$ cat src/rtl/fetch_ctrl.sv
// Instruction-fetch sequencer: owns the PC, fills a prefetch queue from imem, drains to decode via valid/ready.
// Optional FETCH_ALIGN_CHECK_EN: misaligned redirect targets enter FAULT instead of being forced word-aligned.
module fetch_ctrl #(
  parameter logic [31:0] RESET_PC  = 32'd0,
  parameter int          MEM_BYTES = 400,
  parameter int          DEPTH     = 4
) (
  input  logic        clk,
  input  logic        rst_n,
  input  logic        fetch_en,
  output logic [31:0] imem_addr,
  input  logic [31:0] imem_data,
  input  logic        redirect_valid,
  input  logic [31:0] redirect_pc,
  output logic        inst_valid,
  input  logic        inst_ready,
  output logic [31:0] inst_data,
  output logic [31:0] inst_pc,
  output logic        fault,
  output logic [31:0] fault_pc
);

  localparam int PW = $clog2(DEPTH);
  localparam int CW = PW + 1;
  localparam logic [32:0] LAST_BYTE = 33'(MEM_BYTES - 1);

  typedef enum logic {RUN, FAULT} state_t;

  typedef struct packed {
    logic [31:0] pc;
    logic [31:0] word;
  } entry_t;

  state_t          state;
  logic [31:0]     pc;
  entry_t          q [DEPTH];
  logic [PW-1:0]   wr_ptr;
  logic [PW-1:0]   rd_ptr;
  logic [CW-1:0]   count;

  logic            in_range;
  logic            pop;
  logic            push;
  logic            range_fault;
  logic [PW-1:0]   rd_next;
  logic [CW-1:0]   count_next;
  entry_t          new_entry;
  entry_t          head_next;
  logic [31:0]     load_pc;
  logic            align_fault;

  assign imem_addr = pc;

  always_comb begin
    // 33-bit sum so a PC near 2^32 cannot wrap back into range
    in_range    = ({1'b0, pc} + 33'd3) <= LAST_BYTE;
    pop         = inst_valid & inst_ready;
    push        = (state == RUN) && fetch_en && !redirect_valid && in_range &&
                  ((count != CW'(DEPTH)) || pop);
    range_fault = (state == RUN) && fetch_en && !redirect_valid && !in_range;
    rd_next     = pop ? rd_ptr + 1'b1 : rd_ptr;
    count_next  = count + CW'(push) - CW'(pop);
    new_entry   = entry_t'({pc, imem_data});
    // Registered head must see a word being written into the slot it is about to point at
    head_next   = (push && (wr_ptr == rd_next)) ? new_entry : q[rd_next];
  end

`ifdef FETCH_ALIGN_CHECK_EN
  assign load_pc     = redirect_pc;
  assign align_fault = (redirect_pc[1:0] != 2'b00);
`else
  logic unused_align;
  assign unused_align = ^redirect_pc[1:0];
  assign load_pc      = {redirect_pc[31:2], 2'b00};
  assign align_fault  = 1'b0;
`endif

  always_ff @(posedge clk or negedge rst_n) begin
    if (!rst_n) begin
      state      <= RUN;
      pc         <= RESET_PC;
      wr_ptr     <= '0;
      rd_ptr     <= '0;
      count      <= '0;
      inst_valid <= 1'b0;
      inst_data  <= '0;
      inst_pc    <= '0;
      fault      <= 1'b0;
      fault_pc   <= '0;
      for (int i = 0; i < DEPTH; i++) q[i] <= '0;
    end else if (redirect_valid) begin
      pc         <= load_pc;
      wr_ptr     <= '0;
      rd_ptr     <= '0;
      count      <= '0;
      inst_valid <= 1'b0;
      inst_data  <= '0;
      inst_pc    <= '0;
      if (align_fault) begin
        state    <= FAULT;
        fault    <= 1'b1;
        fault_pc <= redirect_pc;
      end else begin
        state    <= RUN;
        fault    <= 1'b0;
        fault_pc <= '0;
      end
    end else begin
      if (push) begin
        q[wr_ptr] <= new_entry;
        wr_ptr    <= wr_ptr + 1'b1;
        pc        <= pc + 32'd4;
      end
      rd_ptr     <= rd_next;
      count      <= count_next;
      inst_valid <= (count_next != '0);
      inst_data  <= (count_next != '0) ? head_next.word : '0;
      inst_pc    <= (count_next != '0) ? head_next.pc : '0;
      if (range_fault) begin
        state    <= FAULT;
        fault    <= 1'b1;
        fault_pc <= pc;
      end
    end
  end

endmodule
$ cat config.mk
export PLATFORM = sky130hd
export DESIGN_NAME = fetch_ctrl
export DESIGN_NICKNAME = d
export VERILOG_FILES = /design/src/rtl/fetch_ctrl.sv
export SDC_FILE = /design/constraint.sdc
export NUM_CORES = 1
export LEC_CHECK = 0
export BUFFER_PORTS_ARGS = -buffer_cell sky130_fd_sc_hd__buf_2
export CAP_MARGIN = 0
export CORE_ASPECT_RATIO = 2
export CORE_UTILIZATION = 56
export DETAILED_ROUTE_END_ITERATION = 8
export GPL_ROUTABILITY_DRIVEN = 0
export PLACE_DENSITY_LB_ADDON = 0.25
export SLEW_MARGIN = 20
export SYNTH_ARGS = -nofsm -noshare
export SYNTH_HDL_FRONTEND = slang
export SYNTH_SLANG_ARGS = --single-unit
$ cat constraint.sdc
create_clock -name clk -period 4.6 [get_ports clk]
set_clock_uncertainty 0.05 [all_clocks]
set_input_delay 0.23 -clock clk [delete_from_list [all_inputs] [get_ports clk]]
set_output_delay 0.23 -clock clk [all_outputs]
set_load 0.005 [all_outputs]
# Word level (Yosys, flattened, before mapping)
# Cells that the tools add are included.
# classes
n_addsub	6
mul	0
div_mod_pow	0
n_lt_le_gt_ge	4
eq_ne	2
shift	0
n_mux	23
bitwise_logic	5
reduce_logical	14
# op_table
operator	n
$bwmux 256	1
$mux 32	8
$mux 64	4
$bmux 64 s2	1
$demux 64 s2	1
$add 32x2->33 const B	1
$le 33x9->1 const B	1
$add 32x3->32 const B	1
$mux 2	4
$logic_and 1x1->1	7
$ge 3x3->1 const B	2
$not 2->3	2
$add 2x1->2 const B	2
$reduce_bool 2->1	2
$add 3x1->3	1
$lt 3x1->1 const B	1
$mux 1	3
$mux 3	1
$ne 3x3->1 const B	1
$reduce_bool 3->1	1
$sub 3x1->3	1
$eq 2x2->1	1
$logic_not 1->1	2
$not 1->1	2
3 further kinds	3
# totals
register_bits	393
latch_bits	0
ram_bits	0
romBits	0
in_bits	69
output_inout_bits	130
wordCells	71
mem_count	0

# Logic depth before layout (Yosys ltp)
# logic_depth
depth_word	10
mapped_depth	19
ltp_nobuf	15

# Worst setup path before layout
# OpenSTA, ideal clock, no wires.
# synth_path
path_kind	register to register
from	register pc[15], in the netlist imem_addr[15]
to	register inst_data[21]
setup_ps	136
arrival_ps	3448
t_required_ps	4414
path_slack_ps	966
stages_incl_launch_ff	18
n_path_buf	5
period_less_slack_ps	3634
cell_sequence	dfrtp_1 nor4_1 nand4_1 nor4b_2 buf_4 inv_1 buf_6 buf_2 ha_1 inv_1 ha_1 fa_1 xnor2_1 nand2_1 nand2_1 clkbuf_1 clkbuf_1 a21oi_1
# synth_between
elab_chain_cells	9
word_cells_on_any_way	11
classes_between	add/sub (3); order compare (1); mux (3); reduce/logical (4)
# synth_lines
element	line_no	rtl
start: declaration	35	logic [31:0] pc;
start signal: assignment	92	pc <= load_pc;
start signal: assignment	112	pc <= pc + 32'd4;
$add 32x2->33 (*)	56	in_range = ({1'b0, pc} + 33'd3) <= LAST_BYTE;
$le 33x9->1 (*)	56	
$logic_and 1x1->1 (*) (2 in series)	58	push = (state == RUN) && fetch_en && !redirect_valid && in_range &&
$add 3x1->3	62	count_next = count + CW'(push) - CW'(pop);
$sub 3x1->3	62	
$reduce_bool 3->1	117	inst_data <= (count_next != '0) ? head_next.word : '0;
$mux 32 (*)	117	
$mux 32 (*)	91	end else if (redirect_valid) begin
end signal: assignment	117	
end: declaration	17	output logic [31:0] inst_data,
# Every way passes the cells marked *; elsewhere a longest branch is shown, timed or not.
# A chain may end at the register's enable or synchronous reset.

# Worst setup path after layout
# layout_path
from	register pc[19], in the netlist imem_addr[19]
to	register inst_pc[23]
# layout_between
elab_chain_cells	9
word_cells_on_any_way	11
classes_between	add/sub (3); order compare (1); mux (3); reduce/logical (4)
# layout_lines
element	line_no	rtl
$add 32x2->33 (*)	56	
$le 33x9->1 (*)	56	
$logic_and 1x1->1 (*) (2 in series)	58	
$add 3x1->3	62	
$sub 3x1->3	62	
$reduce_bool 3->1	118	inst_pc <= (count_next != '0) ? head_next.pc : '0;
$mux 32 (*)	118	
$mux 32 (*)	91	
end signal: assignment	118	
end: declaration	18	output logic [31:0] inst_pc,
# Marks and branches as above.

==> flow_summary_export.csv <==
group,metric,value,unit
clocking,cts.root.buffer_cell,"clkbuf_16",
die,chipWidth,122,µm
route,route.met2.wl,19.9,mm
synth,synth.avg_cell_area,13.2,µm²
timing,fmax,268,MHz
clocking,cts_post_setup_buffers_inserted,0,
route,route.met3.wl,1.35,mm
layout,multi_input_comb_area,6030,µm²
critical_path,worstSetupEndpointType,"flip-flop",
route,first_iter_violations,669,
synth,netlist-cell-type-count,51,
critical_path,critPathLaunchType,"flip-flop",
placed_design,placed_cell_area,17400,µm²
critical_path,worst-path-max-fanout,23,
synth,dominantRegCellSynth,"dfrtp_1",
clocking,cts_resized,0,
timing,final_hold_viol_count,0,
synth,synth-seq-cells,381,
route,ant_nets,0,
timing,final_min_period_over_clock_period,81.1,%
grt,grt_pass1_wl,60.2,mm
grt,grt_util_all_layers,26.2,%
critical_path,timing.rr.end,"inst_pc[23]",
power_and_ir_drop,vdd_ir_drop_max,0.362,mV
clocking,clkSinkCount,381,
power_and_ir_drop,powerDensity,424,nW/µm²
clocking,postCtsHoldBufs,63,
layout,fin_nets,1530,
grt,antenna_found_initial,1,
placed_design,io_buffers,194,
critical_path,crit_path_start,"imem_addr[19]",
grt,grt_pass1_vias,11376,
layout,fillCellCount,2113,
synth,synth.cell_area,16300,µm²
route,wl_per_cell,20.1,µm
grt,grt_max_degree,110,
timing,timing_max_transition_violations_final,0,
timing,min_period,3.73,ns
clocking,cts_tree,"done",
route,detailroute.via_count,10583,
layout,design_area,19200,µm²
critical_path,critPathCapture,"inst_pc[23]",
critical_path,worst_r2r_path_depth,14,
route,viasPerCell,5.76,
critical_path,regToRegStartpoint,"imem_addr[19]",
die,fp.dieH,243,µm
die,design.portCount,199,
grt,gr-total-overflow,0,
route,wl_met1,14.5,mm
timing,sum_neg_setup_slack,0,ns
route,detail_route.wirelength,37.0,mm
synth,synth-warning-count,0,
die,floorplan.initialDensity,57.2,%
clocking,worst_setup_hold_path_clk_slew,0.06,ns
timing,rsz0062_at_grt,"false",
route,remaining_drc_errors,0,
hold_path,holdCritPathClass,"input port to flip-flop",
synth,yosys.area.top_type_share,58.7,%
placed_design,dpl.hpwl,22.0,mm
timing,timing.final.setup_violations,0,
run,max_cap_violations,0,
synth,synth_area_leaders,"dfrtp_1, mux2_2, and2_1",
layout,area.sequential,9540,µm²
timing,worst_slew_margin_rel,36.9,%
layout,areaGrowthSynthToFinish,18.4,%
synth,postSynth.asyncResetShare,100,%
clocking,cts-buffers-inserted,34,
synth,synth_enable_flop_cells,0,
die,row_count,87,
critical_path,crit_path_dat,4.06,ns
route,dr.max_layer_used,"met5",
layout,drive_gt1_share,35.0,%
synth,yosysSeqAreaShare,58.7,%
critical_path,required,4.93,ns
layout,most_frequent_cells_in_the_layout,"dfrtp_1, mux2_2, buf_2",
synth,post-synth-top-area-cell,"dfrtp_1",
clocking,clock_latency,0.53,ns
route,detail_route.first_pass.iterations,5,
timing,worstMarginPinSlew,0.947,ns
status,run_status,"finished, final reports clean",
synth,syn-instance-count,1234,
die,dieArea,29700,µm²
clocking,h-tree-depth,2,
power_and_ir_drop,power.leakage,9.45,nW
layout,most_common_cell_after_layout_fill_and_taps_aside,"dfrtp_1",
clocking,cts_max_path_buffers,3,
die,core_area,28400,µm²
critical_path,path_class,"flip-flop to flip-flop",
critical_path,reg2reg_slack,0.87,ns
## through the flow
stage          utilization (%)  std cells  power [W]  hold slack (ns)  setup WS (ns)
3_3_place_gp              61.3       1710    0.00518            0.311          0.922
3_5_place_dp              61.3       1710    0.00520            0.319          0.920
5_1_grt                   67.7       1834    0.00850            0.130          0.576
4_1_cts                   67.7       1834    0.00825           0.0927          0.862
6_report                  67.7       1836    0.00817            0.110          0.871
2_1_floorplan                -       1236    0.00457           -0.116          0.966
## cell type report
type | count | share of cell area (%)
repair buffers | 278 | 9.52
multi-input cells | 705 | 31.4
clock inverters | 8 | 0.481
diodes | 2 | 0.0260
inverters | 53 | 1.03
clock buffers | 53 | 5.70
flip-flops and latches | 381 | 49.6
well taps | 356 | 2.31
## cell usage after synthesis, drive strengths merged (4+ instances only)
cell type	count
nand3	43
nor4	5
o31ai	4
a221oi	36
mux2	205
inv	53
mux4	23
buf	40
nor2	5
nand2	13
nor3	4
a21oi	76
ha	7
o21ai	46
nor2b	53
and2	94
mux2i	46
dfrtp	381
clkbuf	57
xnor2	4
## worst min-delay path by stage
stage                               from  slack, ns  depth (start not counted)           to
after detailed placement           rst_n       0.32                          1        q[54]
after floorplan                    rst_n      -0.12                          0     count[0]
after global placement             rst_n       0.31                          1       q[182]
final                     redirect_valid       0.11                          4  fault_pc[3]
after CTS                 redirect_valid       0.09                          4  fault_pc[3]
after global routing      redirect_valid       0.13                          4  fault_pc[3]
## registers in the layout, summed over array words and instances, names as in the netlist
register    count
count           3
fault_pc       31
imem_addr      30
inst_data      32
inst_pc        31
inst_valid      1
q             248
rd_ptr          2
state           1
wr_ptr          2
## power by group
part	total, W	internal (W)	leakage [nW]	switching [W]
logic	0.00153	0.000572	3.66	0.000956
registers	0.00365	0.00352	5.20	0.000126
clock network	0.00299	0.00176	0.589	0.00124
total	0.00817	0.00585	9.45	0.00232
## critical path, cell delays in order, from the launching register on
cell and delay [ns]:
dfrtp_1 0.40, nor4_1 0.36, nand4_1 0.27, nor4b_4 0.38
inv_2 0.07, ha_1 0.27, inv_1 0.04, ha_1 0.18
fa_1 0.38, xnor2_1 0.21, nand2_1 0.09, nand2_2 0.32
inv_1 0.16, o21ai_4 0.28, nor2b_1 0.11
## metal layers
metal  global-route usage [%]  vias up
met5                        0        -
met4                     10.7        2
met3                     3.57       78
met2                     45.6      259
met1                     32.3     5497
li1                         -     4747
## cells by family after synthesis
| family | after synthesis | share of synthesized area, % |
|---|---|---|
| mux | 274 | 20.2 |
| other cells | 1 | 0.0231 |
| fa+ha+maj | 8 | 0.662 |
| flops | 381 | 58.7 |
| buf+inv | 150 | 4.61 |
| compound gates | 182 | 6.98 |
| simple gates | 232 | 8.51 |
| xor+xnor | 6 | 0.323 |
(Power assumes the default switching activity.)
